## config.mk

```make
export PLATFORM = sky130hd
export DESIGN_NAME = fetch_unit_flat
export DESIGN_NICKNAME = d
export VERILOG_FILES = /design/src/rtl/fetch_if.sv /design/src/rtl/fetch_unit.sv /design/src/flat_wrapper.sv
export SDC_FILE = /design/constraint.sdc
export NUM_CORES = 1
export LEC_CHECK = 0
export ABC_CLOCK_PERIOD_IN_PS = 5160
export BUFFER_PORTS_ARGS = -buffer_cell sky130_fd_sc_hd__clkbuf_2
export CORE_UTILIZATION = 35
export DETAILED_ROUTE_END_ITERATION = 7
export HOLD_SLACK_MARGIN = 0.15
export PLACE_DENSITY_LB_ADDON = 0.2
export RECOVER_POWER = 100
export SLEW_MARGIN = 0
export SYNTH_ARGS = -nofsm -noshare
export SYNTH_HDL_FRONTEND = slang
export SYNTH_SLANG_ARGS = --single-unit
export TNS_END_PERCENT = 10
```

## constraint.sdc

```tcl
create_clock -name clk -period 5.16 [get_ports clk]
set_input_delay 0.516 -clock clk [delete_from_list [all_inputs] [get_ports clk]]
set_output_delay 0.516 -clock clk [all_outputs]
set_load 0.05 [all_outputs]
```

## src/rtl/fetch_if.sv

```systemverilog
// Fetch-stage bus: instruction-memory handshake plus the held-instruction
// interface to decode and the next-PC controls coming back from it.
interface fetch_if;
  logic        imem_req;
  logic [31:0] imem_addr;
  logic        imem_ack;
  logic [31:0] imem_rdata;
  logic        inst_valid;
  logic        inst_ready;
  logic [31:0] inst_encoding;
  logic [31:0] inst_pc;
  logic [1:0]  next_pc_sel;
  logic [31:0] pc_imm;
  logic [31:0] jalr_target;
  logic        misaligned;
  logic        fetch_timeout;

  modport master (
    output imem_req, imem_addr, inst_valid, inst_encoding, inst_pc,
           misaligned, fetch_timeout,
    input  imem_ack, imem_rdata, inst_ready, next_pc_sel, pc_imm, jalr_target
  );

  modport slave (
    input  imem_req, imem_addr, inst_valid, inst_encoding, inst_pc,
           misaligned, fetch_timeout,
    output imem_ack, imem_rdata, inst_ready, next_pc_sel, pc_imm, jalr_target
  );
endinterface

```

## src/rtl/fetch_unit.sv

```systemverilog
// RV32 instruction fetch stage: owns the PC, reads one instruction at a time
// over req/ack and holds it for decode until it is retired.
module fetch_unit #(
  parameter logic [31:0] RESET_PC    = 32'h0000_0000,
  parameter int          STALL_LIMIT = 16
) (
  input  logic   clk,
  input  logic   rst,
  fetch_if.master bus
);

  localparam int              CW        = $clog2(STALL_LIMIT + 1);
  localparam logic [CW-1:0]   STALL_MAX = CW'(STALL_LIMIT);
  localparam logic [CW-1:0]   STALL_HIT = CW'(STALL_LIMIT - 1);
  localparam logic [31:0]     NOP       = 32'h0000_0013;

  typedef enum logic [1:0] {
    ST_FETCH = 2'b00,
    ST_HOLD  = 2'b01,
    ST_HALT  = 2'b10
  } state_t;

  state_t        r_state;
  logic [31:0]   r_pc;
  logic          r_suppress;
  logic [CW-1:0] r_stall_cnt;
  logic          r_inst_valid;
  logic [31:0]   r_inst_encoding;
  logic [31:0]   r_inst_pc;
  logic          r_misaligned;
  logic          r_fetch_timeout;

  logic          w_req;
  logic [31:0]   w_next_pc;
  logic          w_target_bad;

  // Request is withheld for one cycle after reset so a stale ack cannot land.
  assign w_req = (r_state == ST_FETCH) && !r_suppress;

  // JALR clears bit 0 before the alignment check, so only bit 1 can fault there.
  always_comb begin
    w_next_pc = r_inst_pc + 32'd4;
    case (bus.next_pc_sel)
      2'b00:   w_next_pc = r_inst_pc + 32'd4;
      2'b01:   w_next_pc = r_inst_pc + bus.pc_imm;
      2'b10:   w_next_pc = {bus.jalr_target[31:1], 1'b0};
      2'b11:   w_next_pc = r_inst_pc + 32'd4;
      default: w_next_pc = r_inst_pc + 32'd4;
    endcase
  end

  assign w_target_bad = (w_next_pc[1:0] != 2'b00);

  // Fetch FSM with the held instruction, PC and sticky error flags.
  always_ff @(posedge clk or posedge rst) begin
    if (rst) begin
      r_state         <= ST_FETCH;
      r_pc            <= RESET_PC;
      r_suppress      <= 1'b1;
      r_stall_cnt     <= '0;
      r_inst_valid    <= 1'b0;
      r_inst_encoding <= NOP;
      r_inst_pc       <= RESET_PC;
      r_misaligned    <= 1'b0;
      r_fetch_timeout <= 1'b0;
    end else begin
      r_suppress <= 1'b0;
      case (r_state)
        ST_FETCH: begin
          if (w_req && bus.imem_ack) begin
            r_inst_encoding <= bus.imem_rdata;
            r_inst_pc       <= r_pc;
            r_inst_valid    <= 1'b1;
            r_stall_cnt     <= '0;
            r_state         <= ST_HOLD;
          end else if (w_req) begin
            if (r_stall_cnt != STALL_MAX) begin
              r_stall_cnt <= r_stall_cnt + CW'(1);
            end else begin
              r_stall_cnt <= r_stall_cnt;
            end
            if (r_stall_cnt == STALL_HIT) begin
              r_fetch_timeout <= 1'b1;
            end else begin
              r_fetch_timeout <= r_fetch_timeout;
            end
          end else begin
            r_stall_cnt <= r_stall_cnt;
          end
        end
        ST_HOLD: begin
          if (bus.inst_ready) begin
            r_inst_valid <= 1'b0;
            r_pc         <= w_next_pc;
            if (w_target_bad) begin
              r_misaligned <= 1'b1;
              r_state      <= ST_HALT;
            end else begin
              r_state      <= ST_FETCH;
            end
          end else begin
            r_state <= ST_HOLD;
          end
        end
        ST_HALT: begin
          r_state      <= ST_HALT;
          r_inst_valid <= 1'b0;
        end
        default: begin
          r_state      <= ST_HALT;
          r_inst_valid <= 1'b0;
        end
      endcase
    end
  end

  assign bus.imem_req      = w_req;
  assign bus.imem_addr     = r_pc;
  assign bus.inst_valid    = r_inst_valid;
  assign bus.inst_encoding = r_inst_encoding;
  assign bus.inst_pc       = r_inst_pc;
  assign bus.misaligned    = r_misaligned;
  assign bus.fetch_timeout = r_fetch_timeout;

endmodule

```

## src/flat_wrapper.sv

```systemverilog
// flat-port wrapper written by rule: the top's interface ports become plain ports
module fetch_unit_flat 
#(
  parameter logic [31:0] RESET_PC    = 32'h0000_0000,
  parameter int          STALL_LIMIT = 16
)
  (clk, rst, bus_imem_req, bus_imem_addr, bus_inst_valid, bus_inst_encoding, bus_inst_pc, bus_misaligned, bus_fetch_timeout, bus_imem_ack, bus_imem_rdata, bus_inst_ready, bus_next_pc_sel, bus_pc_imm, bus_jalr_target);
  fetch_if bus_i ();
  input  logic clk;
  input  logic rst;
  output wire logic [$bits(bus_i.imem_req)-1:0] bus_imem_req;
  output wire logic [$bits(bus_i.imem_addr)-1:0] bus_imem_addr;
  output wire logic [$bits(bus_i.inst_valid)-1:0] bus_inst_valid;
  output wire logic [$bits(bus_i.inst_encoding)-1:0] bus_inst_encoding;
  output wire logic [$bits(bus_i.inst_pc)-1:0] bus_inst_pc;
  output wire logic [$bits(bus_i.misaligned)-1:0] bus_misaligned;
  output wire logic [$bits(bus_i.fetch_timeout)-1:0] bus_fetch_timeout;
  input wire logic [$bits(bus_i.imem_ack)-1:0] bus_imem_ack;
  input wire logic [$bits(bus_i.imem_rdata)-1:0] bus_imem_rdata;
  input wire logic [$bits(bus_i.inst_ready)-1:0] bus_inst_ready;
  input wire logic [$bits(bus_i.next_pc_sel)-1:0] bus_next_pc_sel;
  input wire logic [$bits(bus_i.pc_imm)-1:0] bus_pc_imm;
  input wire logic [$bits(bus_i.jalr_target)-1:0] bus_jalr_target;
  assign bus_imem_req = bus_i.imem_req;
  assign bus_imem_addr = bus_i.imem_addr;
  assign bus_inst_valid = bus_i.inst_valid;
  assign bus_inst_encoding = bus_i.inst_encoding;
  assign bus_inst_pc = bus_i.inst_pc;
  assign bus_misaligned = bus_i.misaligned;
  assign bus_fetch_timeout = bus_i.fetch_timeout;
  assign bus_i.imem_ack = bus_imem_ack;
  assign bus_i.imem_rdata = bus_imem_rdata;
  assign bus_i.inst_ready = bus_inst_ready;
  assign bus_i.next_pc_sel = bus_next_pc_sel;
  assign bus_i.pc_imm = bus_pc_imm;
  assign bus_i.jalr_target = bus_jalr_target;
  fetch_unit #(.RESET_PC(RESET_PC), .STALL_LIMIT(STALL_LIMIT)) u_core (.clk(clk), .rst(rst), .bus(bus_i));
endmodule
```

# Word level (Yosys, flattened, before mapping)
# Cells that the tools add are included.
# op_classes
add_sub_neg	3
reduce_logical	15
bitwise_logic	1
muxes	11
n_eq_ne	8
# op_table
operator	n
$pmux W32 S3	1
$add A32 B3 Y32 const B	1
$add A32 B32 Y32	1
$mux W5	3
$mux W2	3
$reduce_and A2 Y1	3
$reduce_and A3 Y1	2
$reduce_bool A2 Y1	3
$add A5 B1 Y5 const B	1
$eq A5 B4 Y1 const B	1
$ne A5 B5 Y1 const B	1
$eq A2 B1 Y1 const B	2
$eq A2 B2 Y1 const B	2
$logic_not A2 Y1	2
$ne A2 B2 Y1 const B	2
$pmux W2 S2	1
$reduce_and A4 Y1	1
$logic_and A1 B1 Y1	2
$mux W1	2
$pmux W1 S2	1
$reduce_or A2 Y1	1
$logic_not A1 Y1	1
$not A1 Y1	1
# totals
output_inout_bits	100
register_bits	107
elab_cells	47
in_bits	102

# Depth between registers and ports, before layout
# Gate-level depths: netlist of the first run.
# depth
word_depth	7
mapped_depth	13
mapped_depth_nobuf	13

# Worst setup path before layout of the first run
# No wires, ideal clock.
# synth_timing
path_kind	register to register
startpoint	reg u_core.r_inst_pc[0] (netlist: u_core.bus.inst_pc[0])
endpoint	reg u_core.r_pc[28] (netlist: u_core.bus.imem_addr[28])
setup_ns	0.124
synth_period_minus_slack_ns	3.314
arrival_ns	3.190
path_slack_ns	1.846
stages_incl_launch_ff	14
path_cell_list	dfrtp_1 -> ha_1 -> inv_1 -> fa_1 -> and2b_1 -> o2111ai_2 -> a211oi_2 -> o211ai_2 -> o31ai_2 -> a21oi_2 -> o21ai_1 -> a31oi_1 -> mux2i_1 -> a211o_1
# synth_between
elab_chain_len	2
word_cells_on_any_way	3
# synth_lines
element	line_no	source
start: declaration	fetch_unit.sv:29	logic [31:0] r_inst_pc;
start signal: assignment	fetch_unit.sv:72	r_inst_pc <= r_pc;
$add A32 B3 Y32 or $add A32 B32 Y32 (tied branches)	--	
$pmux W32 S3 *	fetch_unit.sv:43	case (bus.next_pc_sel)
end signal: assignment	fetch_unit.sv:94	r_pc <= w_next_pc;
end: declaration	fetch_unit.sv:24	logic [31:0] r_pc;
# Every way passes the cells marked *; elsewhere a longest branch is shown, timed or not.
# A chain may end at the register's enable or synchronous reset.

# Final worst setup path of the first run
# layout_timing
startpoint	reg u_core.r_state[1]
endpoint	reg u_core.r_inst_pc[21] (netlist: u_core.bus.inst_pc[21])
# layout_between
elab_chain_len	4
# layout_lines
element	line_no	source
start: declaration	fetch_unit.sv:23	state_t r_state;
start signal: assignment	fetch_unit.sv:57	r_state <= ST_FETCH;
start signal: assignment	fetch_unit.sv:75	r_state <= ST_HOLD;
start signal: assignment	fetch_unit.sv:97	r_state <= ST_HALT;
$logic_not A2 Y1 *	fetch_unit.sv:38, fetch_unit.sv:68	
$logic_and A1 B1 Y1	fetch_unit.sv:38	assign w_req = (r_state == ST_FETCH) && !r_suppress;
$logic_and A1 B1 Y1	fetch_unit.sv:70	if (w_req && bus.imem_ack) begin
$reduce_and A2 Y1 (no line) *	--	
# Marked as above.

==> summary.md, run 1 <==
| Metric | Value |
|---|---|
| Outcome | finished, violations left |
| Failing checks | design-rule violations, max-capacitance violations, max-slew violations |
| Final antenna-violating net count | 0 |
| CP peak stage delay | 2.24 ns |
| Arr. time, crit path | 4.15 ns |
| Post-Place Worst Slack | 1.60 ns |
| Inserted Clock Buffers | 9 |
| Full die area | 19300 µm² |
| Leakage | 3.65 nW |
| Mapped Area | 6570 µm² |
| Vias in the first global route | 5335 |
| Routed Wire Length | 18700 µm |
| Placed cell count | 1054 |
| Final Critical Period | 3.91 ns |
| Comb power frac | 58.2% |
| Post-route setup TNS | 0 ns |
| CTS H-tree lvls | 3 |
| Clock transition at path regs | 0.07 ns |
| Core box area | 18200 µm² |
| First-pass GRT wire length | 29300 µm |
| IO Pins | 202 |
| Number of flops mapped to enable cells by yosys | 0 |
| Hold WS | 0.387 ns |
| Met1 Use GR | 28.1% |
| Clock Sinks | 107 |
| CP Max Fanout | 37 |
| Clk buf depth | 2 |
| Tot Pwr | 5.51 mW |
| Slew Limit Fails | 108 |
| DR iter-0 viols | 247 |
| Setup violators final | 0 |
| # DRC | 8 |
| Net Sw Frac | 53.5% |
| Cells after Synth | 648 |
| Hold Fails Final Rpt | 0 |
| CTS tree | built |
| DRT Pass-1 Iters | 8 |
| Post-route insts no fill | 1069 |
| I/O Buffers | 200 |
| Wirelength per Cell | 17.5 µm |
| Data required time of the worst path | 5.39 ns |
| Syn Nets | 788 |
| GR Layer Usage met3 | 2.45% |
| Sw Pwr | 2.95 mW |
| Post-DP HPWL | 13600 µm |
| Measured slew at the worst slew-check pin | 3.19 ns |
| Initial core utilization | 36.1% |
| Most used routing layer | met2 |
| Hold-fix buffers, CTS | 0 |
| Type of the worst setup path | reg -> reg |
| Setup slack after layout | 1.25 ns |
| Synth Area per Inst | 10.1 µm² |
| Min-Delay Path Class | in -> reg |
| FP Rows | 49 |
| Slowest-stage cell, CP | nor2_1 |
| Post-synth cell types | 57 |
| Clock Skew | 0.00938 ns |
| Placed instance area | 7820 µm² |
| Via count | 5627 |
| Seq pwr share | 29.1% |
| FILL cells | 1869 |
| GRT Residual Overflow | 0 |
| CTS resizes | 0 |
| VDD IR-drop max | 0.000347 V |
| Max-cap viol count | 2 |
| Area grow syn2layout | 20.7% |
| Share of cells above drive strength 1 | 22.4% |
| Period utilization | 75.8% |
| Cell internal pwr | 2.56 mW |
| Design area | 7940 µm² |
| Crit. End Element | flop |
| Post-synth ARST share | 100% |
| PD cells | 694 nW/µm² |
| N_diodes | 0 |
| Synth Warn # | 0 |
| GR Layer Usage met2 | 29.8% |
| Flop and latch count out of synthesis | 107 |
| Pin count of the biggest net entering global routing | 71 |
| Final Net Count | 976 |
| Top_reg_cell synth | dfrtp_1 |
| Clock Power Share | 12.8% |
| DR vias/cell | 5.26 |
| RSZ-0062 raised after global routing | no |
| Die H | 139 µm |
| Post-layout util | 43.6% |
| CP cell instances | or3_1 > nor2_1 > buf_12 > mux2_2 |
| Worst setup SP type | flop |
| Relative slew slack | -114% |
| CTS Root Cell | clkbuf_16 |
| GPL Wtd Cong | 0.814 |
| Skew-Pair Late Insertion Delay | 0.35 ns |
| Total track usage | 19.4% |
| Die width | 139 µm |
| Post-synthesis sequential area ratio | 40.8% |
| Maximum operating frequency | 0.256 GHz |
| Setup Fix Bufs, Post-CTS | 0 |
| Initial antenna violation count | 0 |
[synthesized netlist by cell type, drive strengths merged (2+ instances only)]
master	count	share of area (%)
o21ai	28	2.2
nand2b	4	0.38
nand3	22	1.7
mux2i	2	0.30
o31ai	6	0.76
nand2	39	2.2
xnor2	37	4.9
mux2	60	10
a211o	3	0.40
and4	2	0.27
o22ai	3	0.29
nand4	7	0.67
a211oi	16	1.9
dfrtp	103	39
nor2b	5	0.48
clkbuf	29	1.7
and2	4	0.42
a31oi	4	0.38
and3	9	0.86
a221o	3	0.46
nor3	9	0.69
xor2	18	2.4
a221oi	22	3.0
or3	4	0.38
o221ai	4	0.63
o21a	3	0.34
ha	37	7.0
a22oi	10	1.1
nor2	40	2.3
dfstp	4	1.6
o211ai	5	0.65
a21o	37	4.2
nor3b	3	0.34
inv	18	1.0
a21oi	36	2.8
[cells by family (layout without fill, tap and decap cells)]
| kind of cell | count (synthesis) | in the layout | synth area share (%) |
|---|---|---|---|
| AOI/OAI and AO/OA | 185 | 185 | 20.1 |
| and+or+nand+nor | 152 | 152 | 11.1 |
| DFF | 107 | 107 | 40.8 |
| muxes | 62 | 62 | 10.6 |
| xor gates and xnor gates | 55 | 55 | 7.33 |
| buffers and inverters | 48 | 240 | 2.74 |
| adders and majority gates | 38 | 38 | 7.35 |
| other | 1 | 1 | 0.0570 |
[worst max-delay path: cells and delay by family, from the launching register on]
kind | cells | cell delay, ns
buffers and inverters | 1 | 0.31
DFF | 1 | 0.44
muxes | 1 | 0.36
and+or+nand+nor | 2 | 2.67
[final cells by class]
cell class                      count  area (µm²)  area share (%)
Multi-Input combinational cell    493        3670            46.3
Sequential cell                   107        2680            33.8
Timing Repair Buffer              207         935            11.8
Tap cell                          229         287            3.61
Clock buffer                       10         229            2.88
Inverter                           18        68.8           0.867
Clock inverter                      5        62.6           0.788
[worst paths after layout]
kind	cells after the start	startpoint	endpoint	slack [ns]
min in group asynchronous	2	rst	u_core.bus.inst_encoding[22]	1.03
max reg2reg	4	u_core.r_state[1]	u_core.bus.inst_pc[21]	1.25
min reg2reg	1	u_core.bus.fetch_timeout	u_core.bus.fetch_timeout	0.48
max	4	u_core.r_state[1]	u_core.bus.inst_pc[21]	1.25
min	2	bus_imem_rdata[25]	u_core.bus.inst_encoding[25]	0.39
max in group asynchronous	3	rst	u_core.r_suppress	2.51
[metal layers]
metal | share of wire (%) | vias to the layer above
met5 | 0 | -
met4 | 1.7 | 0
met3 | 4.6 | 21
met2 | 44 | 153
met1 | 49 | 2676
li1 | - | 2777
[layout by cell type (no fill, tap or decap), types with 21 or more instances in the layout]
cell type / instances
o21ai_0: 27
a21o_1: 36
ha_1: 37
clkbuf_1: 104
dfrtp_1: 103
nand2_1: 39
clkbuf_2: 98
a221oi_1: 21
a21oi_1: 36
xnor2_1: 37
nand3_1: 22
nor2_1: 40
mux2_2: 60
[power by group through the flow]
stage | clock [mW] | sequential, mW | combinational [mW]
after global routing | 0.764 | 1.67 | 3.43
after floorplan | 0 | 2.80 | 1.35
final | 0.703 | 1.60 | 3.20
after global placement | 0 | 1.61 | 3.30
after detailed placement | 0 | 1.62 | 3.32
after CTS | 0.734 | 1.61 | 3.33
[state kept, by name, indices dropped and copies added (netlist names), 2 cells and up]
register                  count
u_core.r_stall_cnt            5
u_core.bus.inst_encoding     32
u_core.bus.imem_addr         32
u_core.r_state                2
u_core.bus.inst_pc           32
Power figures use the tool's default switching activity.
==> run 2: changes to the inputs <==
ABC_CLOCK_PERIOD_IN_PS = 3420   (was 5160)
clock period = 3.42 ns   (was 5.16 ns; I/O delays follow)
==> run 2 against run 1 <==
Net effect:
- the run still ends with design-rule violations, max-capacitance violations, max-slew violations left
- maximum frequency increased by 23%
- clock power rose by 61%
- wire length is 0.69% higher
- die area did not move
- largest cell class unchanged
==> summary.md, run 2 (synthesis results as in run 1) <==
| Metric | Value |
|---|---|
| Core box area | 18200 µm² |
| Final Critical Period | 3.17 ns |
| RSZ-0062 raised after global routing | no |
| Wirelength per Cell | 17.5 µm |
| Period utilization | 92.7% |
| Vias in the first global route | 5474 |
| Most frequent cells in the layout | 103 x dfrtp_1, 101 x clkbuf_1, 100 x clkbuf_2, 60 x mux2_2, 40 x nor2_1 |
| Total track usage | 19.8% |
| Leakage | 3.72 nW |
| Initial core utilization | 36.1% |
| Post-layout util | 44.3% |
| Skew-Pair Late Insertion Delay | 0.36 ns |
| GRT Residual Overflow | 0 |
| Worst setup SP type | flop |
| DRT Pass-1 Iters | 8 |
| Initial antenna violation count | 0 |
| # DRC | 8 |
| Max-cap viol count | 3 |
| PD cells | 1050 nW/µm² |
| CP peak stage delay | 0.40 ns |
| Hold Fails Final Rpt | 0 |
| VDD IR-drop max | 0.000535 V |
| Inserted Clock Buffers | 9 |
| I/O Buffers | 200 |
| Failing checks | design-rule violations, max-capacitance violations, max-slew violations |
| Via count | 5633 |
| IO Pins | 202 |
| CTS H-tree lvls | 3 |
| CP Max Fanout | 4 |
| Area grow syn2layout | 22.6% |
| CTS tree | built |
| Full die area | 19300 µm² |
| Post-route setup TNS | 0 ns |
| Post-DP HPWL | 13800 µm |
| Slew Limit Fails | 116 |
| Share of cells above drive strength 1 | 23.8% |
| CTS Root Cell | clkbuf_16 |
| Setup Fix Bufs, Post-CTS | 0 |
| Die H | 139 µm |
| FP Rows | 49 |
| Die width | 139 µm |
| DR iter-0 viols | 260 |
| N_diodes | 0 |
| Crit. End Element | flop |
| Slowest-stage cell, CP | fa_1 |
| Data required time of the worst path | 3.67 ns |
| Type of the worst setup path | reg -> reg |
| Min-Delay Path Class | in -> reg |
| Clock transition at path regs | 0.08 ns |
| Outcome | finished, violations left |
| Final antenna-violating net count | 0 |
| CP cell instances | ha_1 > inv_1 > fa_1 > and2b_1 > o2111ai_2 > a211oi_2 > o211ai_2 > o31ai_2 > a21oi_2 > o21ai_1 > a31oi_1 > mux2i_1 > a211o_1 |
| Most common cell after layout, fill and taps aside | dfrtp_1 |
| Measured slew at the worst slew-check pin | 2.12 ns |
| Maximum operating frequency | 0.316 GHz |
| GPL Wtd Cong | 0.811 |
| Relative slew slack | -41.2% |
| Clock Sinks | 107 |
| DR vias/cell | 5.24 |
| Setup slack after layout | 0.251 ns |
| First-pass GRT wire length | 30000 µm |
| Routed Wire Length | 18800 µm |
| Arr. time, crit path | 3.42 ns |
| Pin count of the biggest net entering global routing | 57 |
| Setup violators final | 0 |
| Clk buf depth | 2 |
| Final Net Count | 982 |
| Clock Skew | 0.0158 ns |
| Post-Place Worst Slack | 0.180 ns |
[run 2: cell count changes in the layout (fill, tap and decap cells not counted), moves of 2 or more]
cell	delta
clkbuf_2	+2
o21ai_0	-2
clkinv_4	+2
clkbuf_1	-3
clkinvlp_4	-2
buf_4	+4
[run 2: routing by layer]
layer	vias to the layer above	GRT usage (%)	part of all wire [%]	routed length [µm]
met5	-	0	0	0
met4	0	5.15	1.1	212
met3	16	3.04	3.8	713
met2	143	30.9	46	8600
met1	2691	28.6	49	9260
li1	2783	-	-	-
[run 2: power breakdown]
group          total [mW]  switching, mW  internal [mW]
Sequential           2.42          0.569           1.85
Clock                1.13          0.529          0.604
Combinational        4.88           3.42           1.46
Total                8.44           4.52           3.91
[run 2: path summary, 6_finish.rpt]
| kind | depth (start not counted) | to | start | slack, ns |
|---|---|---|---|---|
| worst min register to register | 1 | u_core.bus.fetch_timeout | u_core.bus.fetch_timeout | 0.49 |
| max in group asynchronous | 3 | u_core.bus.inst_pc[3] | rst | 0.96 |
| worst max-delay path | 13 | u_core.bus.imem_addr[28] | u_core.bus.inst_pc[0] | 0.25 |
| worst min-delay path | 2 | u_core.bus.inst_encoding[15] | bus_imem_rdata[15] | 0.21 |
| worst max register to register | 13 | u_core.bus.imem_addr[28] | u_core.bus.inst_pc[0] | 0.25 |
| min in group asynchronous | 3 | u_core.bus.inst_encoding[22] | rst | 1.21 |
[run 2: cell type report]
| cell class | count | area [µm²] |
|---|---|---|
| multi-input cells | 493 | 3710 |
| flip-flops and latches | 107 | 2680 |
| well taps | 229 | 287 |
| inverters | 18 | 67.6 |
| fillers | 1830 | 10100 |
| clock inverters | 6 | 81.3 |
| repair buffers | 213 | 997 |
| clock buffers | 10 | 239 |
[run 2: through the flow]
stage | area (µm²) | cells | power [mW] | hold slack (ns)
finish | 8060 | 1076 | 8.44 | 0.212
global route | 8060 | 1076 | 9.00 | 0.196
detailed placement | 7870 | 1059 | 7.49 | 0.477
CTS | 8200 | 1076 | 8.66 | 0.197
global placement | 7870 | 1059 | 7.45 | 0.461
floorplan | 6570 | 648 | 6.27 | 0.438
[run 2: what timing repair did]
| item | 4_1_cts | 5_1_grt |
|---|---|---|
| gates resized for setup | 0 | 0 |
| endpoints found under the hold margin | 49 | 0 |
| setup endpoints to repair | 0 | 1 |
| hold buffers | 1 | 0 |
[run 2: critical path: cells and delay by family (launching register included)]
kind / cells / cell delay (ns)
compound gates: 8 / 1.62
flops: 1 / 0.39
mux: 1 / 0.15
simple gates: 1 / 0.24
buf+inv: 1 / 0.06
fa+ha+maj: 2 / 0.59
